**config.mk**
```make
export PLATFORM = sky130hd
export DESIGN_NAME = ccc_lock_reset_seq
export DESIGN_NICKNAME = d
export VERILOG_FILES = /design/src/rtl/ccc_lock_reset_seq.sv
export SDC_FILE = /design/constraint.sdc
export NUM_CORES = 1
export LEC_CHECK = 0
export CORE_UTILIZATION = 50
export DETAILED_ROUTE_END_ITERATION = 6
export GPL_ROUTABILITY_DRIVEN = 0
export PLACE_DENSITY = 0.72
export SKIP_LAST_GASP = 1
export SYNTH_ARGS = -nofsm -noshare
export SYNTH_HDL_FRONTEND = slang
export SYNTH_SLANG_ARGS = --single-unit
```
**constraint.sdc**
```tcl
create_clock -name PCLK -period 2.8 [get_ports PCLK]
set_input_delay 0.56 -clock PCLK [delete_from_list [all_inputs] [get_ports PCLK]]
set_output_delay 0.56 -clock PCLK [all_outputs]
set_load 0.1 [all_outputs]
```
**src/rtl/ccc_lock_reset_seq.sv**
```systemverilog
// Staged reset sequencer for a CCC PLL: filters the synchronized lock, then
// releases NUM_STAGES active-low resets in order, with lock-timeout fault handling.
module ccc_lock_reset_seq #(
    parameter int unsigned LOCK_FILTER = 16,
    parameter int unsigned STAGE_DELAY = 64,
    parameter int unsigned NUM_STAGES  = 3,
    parameter int unsigned TIMEOUT     = 65535
) (
    input  logic                  PCLK,
    input  logic                  PRESERN,
    input  logic                  LOCK_IN,
    input  logic                  BYPASS_LOCK,
    input  logic                  SW_RST_REQ,
    output logic [NUM_STAGES-1:0] RST_N_OUT,
    output logic                  READY,
    output logic                  LOCK_FAULT,
    output logic [2:0]            STATE,
    output logic [7:0]            LOSS_CNT
);

    typedef enum logic [2:0] {
        S_WAIT_LOCK = 3'd0,
        S_FILTER    = 3'd1,
        S_RELEASE   = 3'd2,
        S_RUN       = 3'd3,
        S_FAULT     = 3'd4
    } state_e;

    localparam logic [15:0] FILTER_LAST  = 16'(LOCK_FILTER - 1);
    localparam logic [15:0] DELAY_LAST   = 16'(STAGE_DELAY - 1);
    localparam logic [15:0] TIMEOUT_LAST = 16'(TIMEOUT - 1);
    localparam logic [2:0]  STAGE_LAST   = 3'(NUM_STAGES - 1);

    logic                  sync1_q, sync2_q;
    logic                  eff_lock;

    state_e                state_q, state_d;
    logic [15:0]           cnt_q, cnt_d;
    logic [2:0]            stage_q, stage_d;
    logic [NUM_STAGES-1:0] rst_n_q, rst_n_d;
    logic                  ready_q, ready_d;
    logic                  fault_q, fault_d;
    logic [7:0]            loss_q, loss_d;
    logic                  restart;

    // NOTE: sequential state is written with non-blocking assignments so every
    // flop samples pre-edge values regardless of statement order.
    always_ff @(posedge PCLK or negedge PRESERN) begin
        if (!PRESERN) begin
            sync1_q <= 1'b0;
            sync2_q <= 1'b0;
        end else begin
            sync1_q <= LOCK_IN;
            sync2_q <= sync1_q;
        end
    end

    assign eff_lock = sync2_q | BYPASS_LOCK;

    // NOTE: every variable gets a default at the top of the block, so no path
    // through the case can leave one unassigned and infer a latch.
    always_comb begin
        state_d = state_q;
        cnt_d   = cnt_q;
        stage_d = stage_q;
        rst_n_d = rst_n_q;
        ready_d = ready_q;
        fault_d = fault_q;
        loss_d  = loss_q;
        restart = 1'b0;

        case (state_q)
            S_WAIT_LOCK: begin
                if (SW_RST_REQ) begin
                    cnt_d = '0;
                end else if (eff_lock) begin
                    state_d = S_FILTER;
                    cnt_d   = '0;
                end else if (cnt_q == TIMEOUT_LAST) begin
                    state_d = S_FAULT;
                    fault_d = 1'b1;
                    cnt_d   = '0;
                end else begin
                    cnt_d = cnt_q + 16'd1;
                end
            end

            S_FILTER: begin
                if (!eff_lock || SW_RST_REQ) begin
                    restart = 1'b1;
                end else if (cnt_q == FILTER_LAST) begin
                    state_d = S_RELEASE;
                    cnt_d   = '0;
                    stage_d = '0;
                end else begin
                    cnt_d = cnt_q + 16'd1;
                end
            end

            S_RELEASE: begin
                if (!eff_lock || SW_RST_REQ) begin
                    restart = 1'b1;
                end else if (cnt_q == DELAY_LAST) begin
                    cnt_d   = '0;
                    stage_d = stage_q + 3'd1;
                    for (int i = 0; i < NUM_STAGES; i++) begin
                        if (stage_q == 3'(i)) rst_n_d[i] = 1'b1;
                    end
                    if (stage_q == STAGE_LAST) begin
                        state_d = S_RUN;
                        ready_d = 1'b1;
                        stage_d = '0;
                    end
                end else begin
                    cnt_d = cnt_q + 16'd1;
                end
            end

            S_RUN: begin
                // A lock loss coinciding with a software request counts as a loss.
                if (!eff_lock) begin
                    restart = 1'b1;
                    if (loss_q != 8'hFF) loss_d = loss_q + 8'd1;
                end else if (SW_RST_REQ) begin
                    restart = 1'b1;
                end
            end

            S_FAULT: begin
                rst_n_d = '0;
                ready_d = 1'b0;
                if (SW_RST_REQ) begin
                    state_d = S_WAIT_LOCK;
                    fault_d = 1'b0;
                    cnt_d   = '0;
                end
            end

            default: restart = 1'b1;
        endcase

        if (restart) begin
            state_d = S_WAIT_LOCK;
            cnt_d   = '0;
            stage_d = '0;
            rst_n_d = '0;
            ready_d = 1'b0;
        end
    end

    always_ff @(posedge PCLK or negedge PRESERN) begin
        if (!PRESERN) begin
            state_q <= S_WAIT_LOCK;
            cnt_q   <= '0;
            stage_q <= '0;
            rst_n_q <= '0;
            ready_q <= 1'b0;
            fault_q <= 1'b0;
            loss_q  <= '0;
        end else begin
            state_q <= state_d;
            cnt_q   <= cnt_d;
            stage_q <= stage_d;
            rst_n_q <= rst_n_d;
            ready_q <= ready_d;
            fault_q <= fault_d;
            loss_q  <= loss_d;
        end
    end

    assign RST_N_OUT  = rst_n_q;
    assign READY      = ready_q;
    assign LOCK_FAULT = fault_q;
    assign STATE      = state_q;
    assign LOSS_CNT   = loss_q;

endmodule

```
==> results of run 1 <==
-- state kept, by name, indices dropped and copies added (netlist names) --
register	count
STATE	3
LOSS_CNT	8
cnt_q	16
stage_q	3
sync1_q	1
sync2_q	1
RST_N_OUT	3
LOCK_FAULT	1
-- kinds of logic (layout without fill, tap and decap cells) --
group	Yosys count	after routing	synth area share, %
xor gates and xnor gates	11	11	4.75
DFF	36	36	44.4
adders and majority gates	3	3	1.85
muxes	3	3	1.60
buffers and inverters	17	38	4.32
AOI/OAI and AO/OA	44	44	15.7
and+or+nand+nor	108	108	27.3
-- cell usage after synthesis, types with 2 or more instances --
master,n,area (um2)
o21ai_1,6,30.0
nor4_1,8,50.1
nor2_1,17,63.8
inv_1,4,15.0
buf_2,4,20.0
ha_1,3,37.5
nor3_1,10,50.1
and4_1,2,17.5
nand3_1,11,55.1
o21ai_0,7,35.0
or4_1,2,15.0
o31ai_1,3,22.5
or2_2,2,12.5
mux2_2,2,22.5
o21bai_1,2,15.0
dfrtp_1,36,901
and3_1,3,18.8
or3_1,5,31.3
xor2_1,2,17.5
o2bb2ai_1,2,17.5
nand2_1,28,105
nand4_1,9,56.3
xnor2_1,9,78.8
and2_1,5,31.3
a211o_1,3,26.3
clkbuf_1,6,22.5
buf_6,2,22.5
a221o_1,4,40.0
a21oi_1,6,30.0
-- cell type report --
cell class | count | area, um2 | share of cell area [%]
clock buffer | 6 | 72.6 | 3.11
clock inverter | 2 | 35.0 | 1.50
inverter | 4 | 15.0 | 0.643
multi-input combinational | 169 | 1050 | 44.8
sequential | 36 | 901 | 38.6
tap | 48 | 60.1 | 2.57
timing repair buffer | 26 | 205 | 8.79
-- worst max-delay path, cell delays in order (launching register included) --
cell	delay [ns]
dfrtp_1	0.46
nor4_1	0.57
nand3_1	0.29
nor4_1	0.40
nor2_1	0.18
a221o_1	0.35
-- where the power goes --
part / internal [uW] / switching [uW] / total, uW
clock network: 264 / 174 / 438
registers: 539 / 21.1 / 561
logic: 61.0 / 211 / 272
-- stage by stage --
step                std cells  worst slack, ns
floorplan                 222            0.255
global placement          283            0.219
detailed placement        283            0.184
CTS                       291            0.467
global route              291            0.238
finish                    291            0.444
-- how the worst min path moves through the flow --
stage / to / slack [ns] / cells after the start
2_1_floorplan: LOCK_FAULT / 0.26 / 0
3_3_place_gp: sync2_q / 0.33 / 0
3_5_place_dp: sync2_q / 0.36 / 0
4_1_cts: sync2_q / 0.38 / 0
5_1_grt: sync2_q / 0.38 / 0
6_report: sync2_q / 0.37 / 0
-- metal layers --
layer  wire length, um  vias up  share of wire (%)
li1                  -      848                  -
met3               123        4                2.8
met1              2150      806                 50
met5                 0        -                  0
met4                30        0               0.69
met2              2020       24                 47
==> results.md, run 1 <==
* Outcome: completed
* Reg-to-Reg Start: cnt_q[9]
* Final WL at between 4000 and 5000 um
* Final net count at 250
* Final core utilization at approximately three fifths
* Post-CTS Resized at 0
* Met2 GRT Util at roughly 37%
* Clock buffer depth at 2
* Endpoints failing setup at 0
* TritonCTS clock tree: yes
* Max Cap Violations at 0
* Reg-to-reg critical path endpoint: cnt_q[5]
* Hold Crit Start: sync1_q
* Setup bufs post-CTS at 0
* Synth warnings at 0
* Most common cell after layout, fill and taps aside: dfrtp_1
* Async SR Flop Fraction at 100%
* Fillers at 334
* I/O pin total at 21
* Post-synth EDFFs at 0
* Gr busiest metal: met2
* Final antenna-violating net count at 0
* P_leak at slightly above 0.001 uW
* Synth Flop Type: dfrtp_1
* Count of different cell masters after synthesis at 48
* Slew HR at about 60%
* CTS Sinks at 36
* Register area share after synthesis at 44.4%
* Max Slew Vio Count at 0
* Syn Std Cell Area at between 2000 and 2500 um2
* R2R depth at 5
* Initial Util at between 50% and 60%
* Hold WS at 0.370 ns
* Final hold vios at 0
* Grt ovf at 0
* Core area at 3770 um2
* DIE WIDTH at 65.7 um
* Pwr Total at approximately 1300 uW
* Port Buffer Count at 20
* Worst setup path end: cnt_q[5]
* Commonest cells after routing, fill and taps aside: dfrtp_1 (36), nand2_1 (28), buf_4 (22)
* Die area at about 4300 um2
* RSZ-0062 raised after global routing: no
* GRT Total Usage at roughly a quarter
* H-tree depth at 2
* Max VDD drop at 0.000367 V
* Antenna diode count at 0
* Clock skew at 0.00673 ns
* Worst hold path type: flip-flop to flip-flop
* Chip height at 65.7 um
* #FFs+latches synth at 36
* Crit end category: flip-flop
* Detailed-router iteration count before antenna repair at 4
* Minimum clock period after layout at around 2.4 ns
* Reg-to-reg setup timing slack at 0.44 ns
* Dpl hpwl at 3080 um
* Tcrit/Tclk final at a little over four fifths
* Clk_lat worst skew at around 0.28 ns
* WP data arrival at approximately 2.5 ns
* Power Density at between 500 and 600 nW/um2
* Layout cell share with drive strength beyond 1 at about 15%
* Hold-fix buffers, CTS at 0
* Worst setup path startpoint: cnt_q[9]
* Post-route setup TNS at 0 ns
* Crit path max fanout at 7
* Final Cell Area at between 2000 and 2500 um2
* Vias in the first global route at between 1500 and 2000
* Vias at between 1500 and 2000
* FMAX at ~420 MHz
* Syn nets at 230
* Met3 Use GR at between 4 and 5%
* Wire per inst at 14.8 um
* Iter 0 DRT Violations at between 100 and 150
* Worst slew pin tran at about 0.57 ns
* Drt via density at 5.78
* P&R area growth vs syn at 15.2%
* Root Driver: clkbuf_8
* Mapped Cells at 222
* Clock Pin Slew Worst Setup and Hold Paths at 0.07 ns
* Critical path class: flip-flop to flip-flop
* Initial antenna violation count at 0
* WP data required at between 2 and 3 ns
* Global Route met1 Usage at between 30% and 40%
* Avg Inst Size Synth at 9.13 um2
* Row count at 22
* TritonCTS buffer count at 5
* Largest net degree at the start of global routing at 37
* Area post-placement at around 2200 um2
* DRC at 0
* First-pass GRT wire length at 7730 um
* Kind of start point of the critical path: flip-flop
No activity file was read; power rests on OpenSTA's default activity.
==> inputs of run 2 (changes only) <==
--- a/config.mk
+++ b/config.mk
@@ -8,7 +8,7 @@
 export CORE_UTILIZATION = 50
 export DETAILED_ROUTE_END_ITERATION = 6
 export GPL_ROUTABILITY_DRIVEN = 0
-export PLACE_DENSITY = 0.72
+export PLACE_DENSITY = 0.74
 export SKIP_LAST_GASP = 1
 export SYNTH_ARGS = -nofsm -noshare
 export SYNTH_HDL_FRONTEND = slang
==> constraint.sdc (replaced) <==
create_clock -name PCLK -period 2.1 [get_ports PCLK]
set_input_delay 0.42 -clock PCLK [delete_from_list [all_inputs] [get_ports PCLK]]
set_output_delay 0.42 -clock PCLK [all_outputs]
set_load 0.1 [all_outputs]
==> run 2 against run 1 <==
  * The flow now finishes with violations (setup timing)
  * Cell count rose by 12%
  * Worst setup slack lost 0.48 ns
  * Clock skew is 0.0066 ns higher
  * Non-clock buffer count up 36
  * Largest cell class unchanged
  * Clock power rose by 18%
  * Critical path type unchanged
==> results.md, run 2 (synthesized netlist as in run 1, its figures left out) <==
* Outcome: finished, violations left
* Failing checks: setup timing
* Final antenna-violating net count at 0 (unchanged)
* I/O pin total at 21 (unchanged)
* Reg-to-Reg Start: STATE[1]
* Crit end category: flip-flop
* Largest net degree at the start of global routing at 27 (-27%)
* Final core utilization at 71.7% (+9.8 points)
* Clock buffer depth at 2 (unchanged)
* FMAX at 468 MHz (+10%)
* Reg-to-reg critical path endpoint: cnt_q[5]
* Dpl hpwl at 3660 um (+19%)
* P_int at 1100 uW (+27%)
* Iter 0 DRT Violations at 140 (+13%)
* TritonCTS buffer count at 5 (unchanged)
* Worst hold path type: input pin to asynchronous set/reset pin
* TritonCTS clock tree: yes
* Reg-to-reg setup timing slack at -0.04 ns (-0.48 ns)
* P_leak at 0.00120 uW (+17%)
* Drt via density at 5.83 (+0.95%)
* First-pass GRT wire length at 8390 um (+8.6%)
* Fillers at 286 (-14%)
* Final setup margin at -0.0381 ns (-0.482 ns)
* Initial Util at 53.7% (unchanged)
* CTS Sinks at 36 (unchanged)
* Final net count at 286 (+14%)
* DRC at 0 (unchanged)
* Wire per inst at 16.2 um (+8.9%)
* RSZ-0062 raised after global routing: yes
* Core area at 3770 um2 (unchanged)
* Vias in the first global route at 1741 (+5.4%)
* Commonest cells after routing, fill and taps aside: buf_4 (57), nand2_1 (28), dfrtp_1 (26)
* Grt ovf at 0 (unchanged)
* Max VDD drop at 0.000368 V (+0.39%)
* Final WL at 5290 um (+22%)
* Antenna diode count at 0 (unchanged)
* R2R depth at 6 (+1)
* Final hold vios at 0 (unchanged)
* Max Cap Violations at 0 (unchanged)
* Die area at 4310 um2 (unchanged)
* Port Buffer Count at 20 (unchanged)
* Hold-fix buffers, CTS at 0 (unchanged)
* Clock Pin Slew Worst Setup and Hold Paths at 0.08 ns (about the same)
* Root Driver: clkbuf_8
* Net switching power at 582 uW (+43%)
* Detailed-router iteration count before antenna repair at 7 (+3)
* Gate power share at 25.2% (+3.8 points)
* Endpoints failing setup at 2 (+2)
* Tcrit/Tclk final at 102% (+18 points)
* P&R area growth vs syn at 33.5%
* DIE WIDTH at 65.7 um (unchanged)
* Max Slew Vio Count at 0 (unchanged)
* Clk_lat worst skew at 0.30 ns (+0.02 ns)
* Minimum clock period after layout at 2.14 ns (-0.218 ns)
* Critical path class: flip-flop to flip-flop
* Worst slew pin tran at 0.603 ns (+0.0281 ns)
* WP data required at 2.27 ns (-0.70 ns)
* Crit path max fanout at 5 (-2)
* Initial antenna violation count at 0 (unchanged)
* Most common cell after layout, fill and taps aside: buf_4
* WP data arrival at 2.31 ns (-0.21 ns)
* Clock power share at 30.9% (-3.6 points)
* Layout cell share with drive strength beyond 1 at 34.8% (+20 points)
* GRT Total Usage at 26.0% (+2.2 points)
* Slew HR at 59.8% (-1.5 points)
* H-tree depth at 2 (unchanged)
* Vias at 1908 (+13%)
* Largest register by flop count: cnt_q
* Net Sw Frac at 34.6% (+2.6 points)
* Chip height at 65.7 um (unchanged)
* Row count at 22 (unchanged)
* Clock skew at 0.0133 ns (+0.00655 ns)
* Place WS at -0.356 ns (-0.541 ns)
* Power Density at 622 nW/um2 (+14%)
* Reg power frac at 44.0% (about the same)
* Kind of start point of the critical path: flip-flop
* Max FFs per register at 16 (unchanged)
[run 2: cell types whose count changed in the layout (fill, tap and decap cells not counted), moves of 2 or more]
| cell | change |
|---|---|
| or3_1 | -2 |
| dfrtp_4 | +2 |
| dfrtp_1 | -10 |
| nor3_2 | +3 |
| or3_4 | +2 |
| buf_4 | +35 |
| dfrtp_2 | +8 |
| nor4_2 | +2 |
| nor4_1 | -3 |
| nor3_1 | -3 |
[run 2: layout make-up]
cell class | count | area, um2 | area share [%]
Sequential cell | 36 | 918 | 34.0
Clock inverter | 2 | 10.0 | 0.370
Tap cell | 48 | 60.1 | 2.22
Timing Repair Buffer | 62 | 483 | 17.9
Clock buffer | 6 | 82.6 | 3.05
Inverter | 4 | 15.0 | 0.555
Multi-Input combinational cell | 169 | 1140 | 42.0
[run 2: worst max-delay path by stage]
stage	start	end	slack (ns)	depth (start not counted)
2_1_floorplan	STATE[2]	cnt_q[4]	-0.17	7
3_3_place_gp	BYPASS_LOCK	cnt_q[4]	-0.29	6
3_5_place_dp	BYPASS_LOCK	cnt_q[3]	-0.36	7
4_1_cts	BYPASS_LOCK	cnt_q[3]	-0.0007	7
5_1_grt	STATE[1]	cnt_q[5]	-0.11	6
6_report	STATE[1]	cnt_q[5]	-0.04	6
[run 2: metal layers]
metal,up-vias,track usage (%),wire length [um]
li1,924,-,-
met1,918,36.5,2360
met2,61,40.2,2580
met3,5,5.38,296
met4,0,7.34,52
met5,-,0,0
[run 2: power by group through the flow]
stage,registers (uW),clock network (uW),logic [uW]
floorplan,906,0,145
detailed placement,753,0,406
global route,742,557,445
global placement,752,0,402
finish,740,519,423
CTS,739,527,410
[run 2: critical path, stage by stage, from the launching register on]
cell and delay, ns:
dfrtp_2 0.45, or3_1 0.40, mux2_2 0.29, nor4_2 0.28, nor2_2 0.09, buf_4 0.17, a221o_1 0.34
[run 2: through the flow]
step / cell area [um2] / setup TNS (ns) / total power, uW / hold WS (ns) / cells
detailed placement: 2520 / -6.11 / 1160 / 0.340 / 318
global placement: 2520 / -5.45 / 1150 / 0.335 / 318
finish: 2710 / -0.0554 / 1680 / 0.124 / 327
floorplan: 2070 / -1.52 / 1050 / 0.124 / 222
global route: 2710 / -0.543 / 1740 / 0.176 / 327
CTS: 2630 / -0.000731 / 1680 / 0.140 / 326
[run 2: repair_timing]
item / CTS / global route
setup buffers: 0 / 1
gates resized for setup: 4 / 12
pin swaps: 0 / 3
endpoints found under the setup margin: 2 / 13
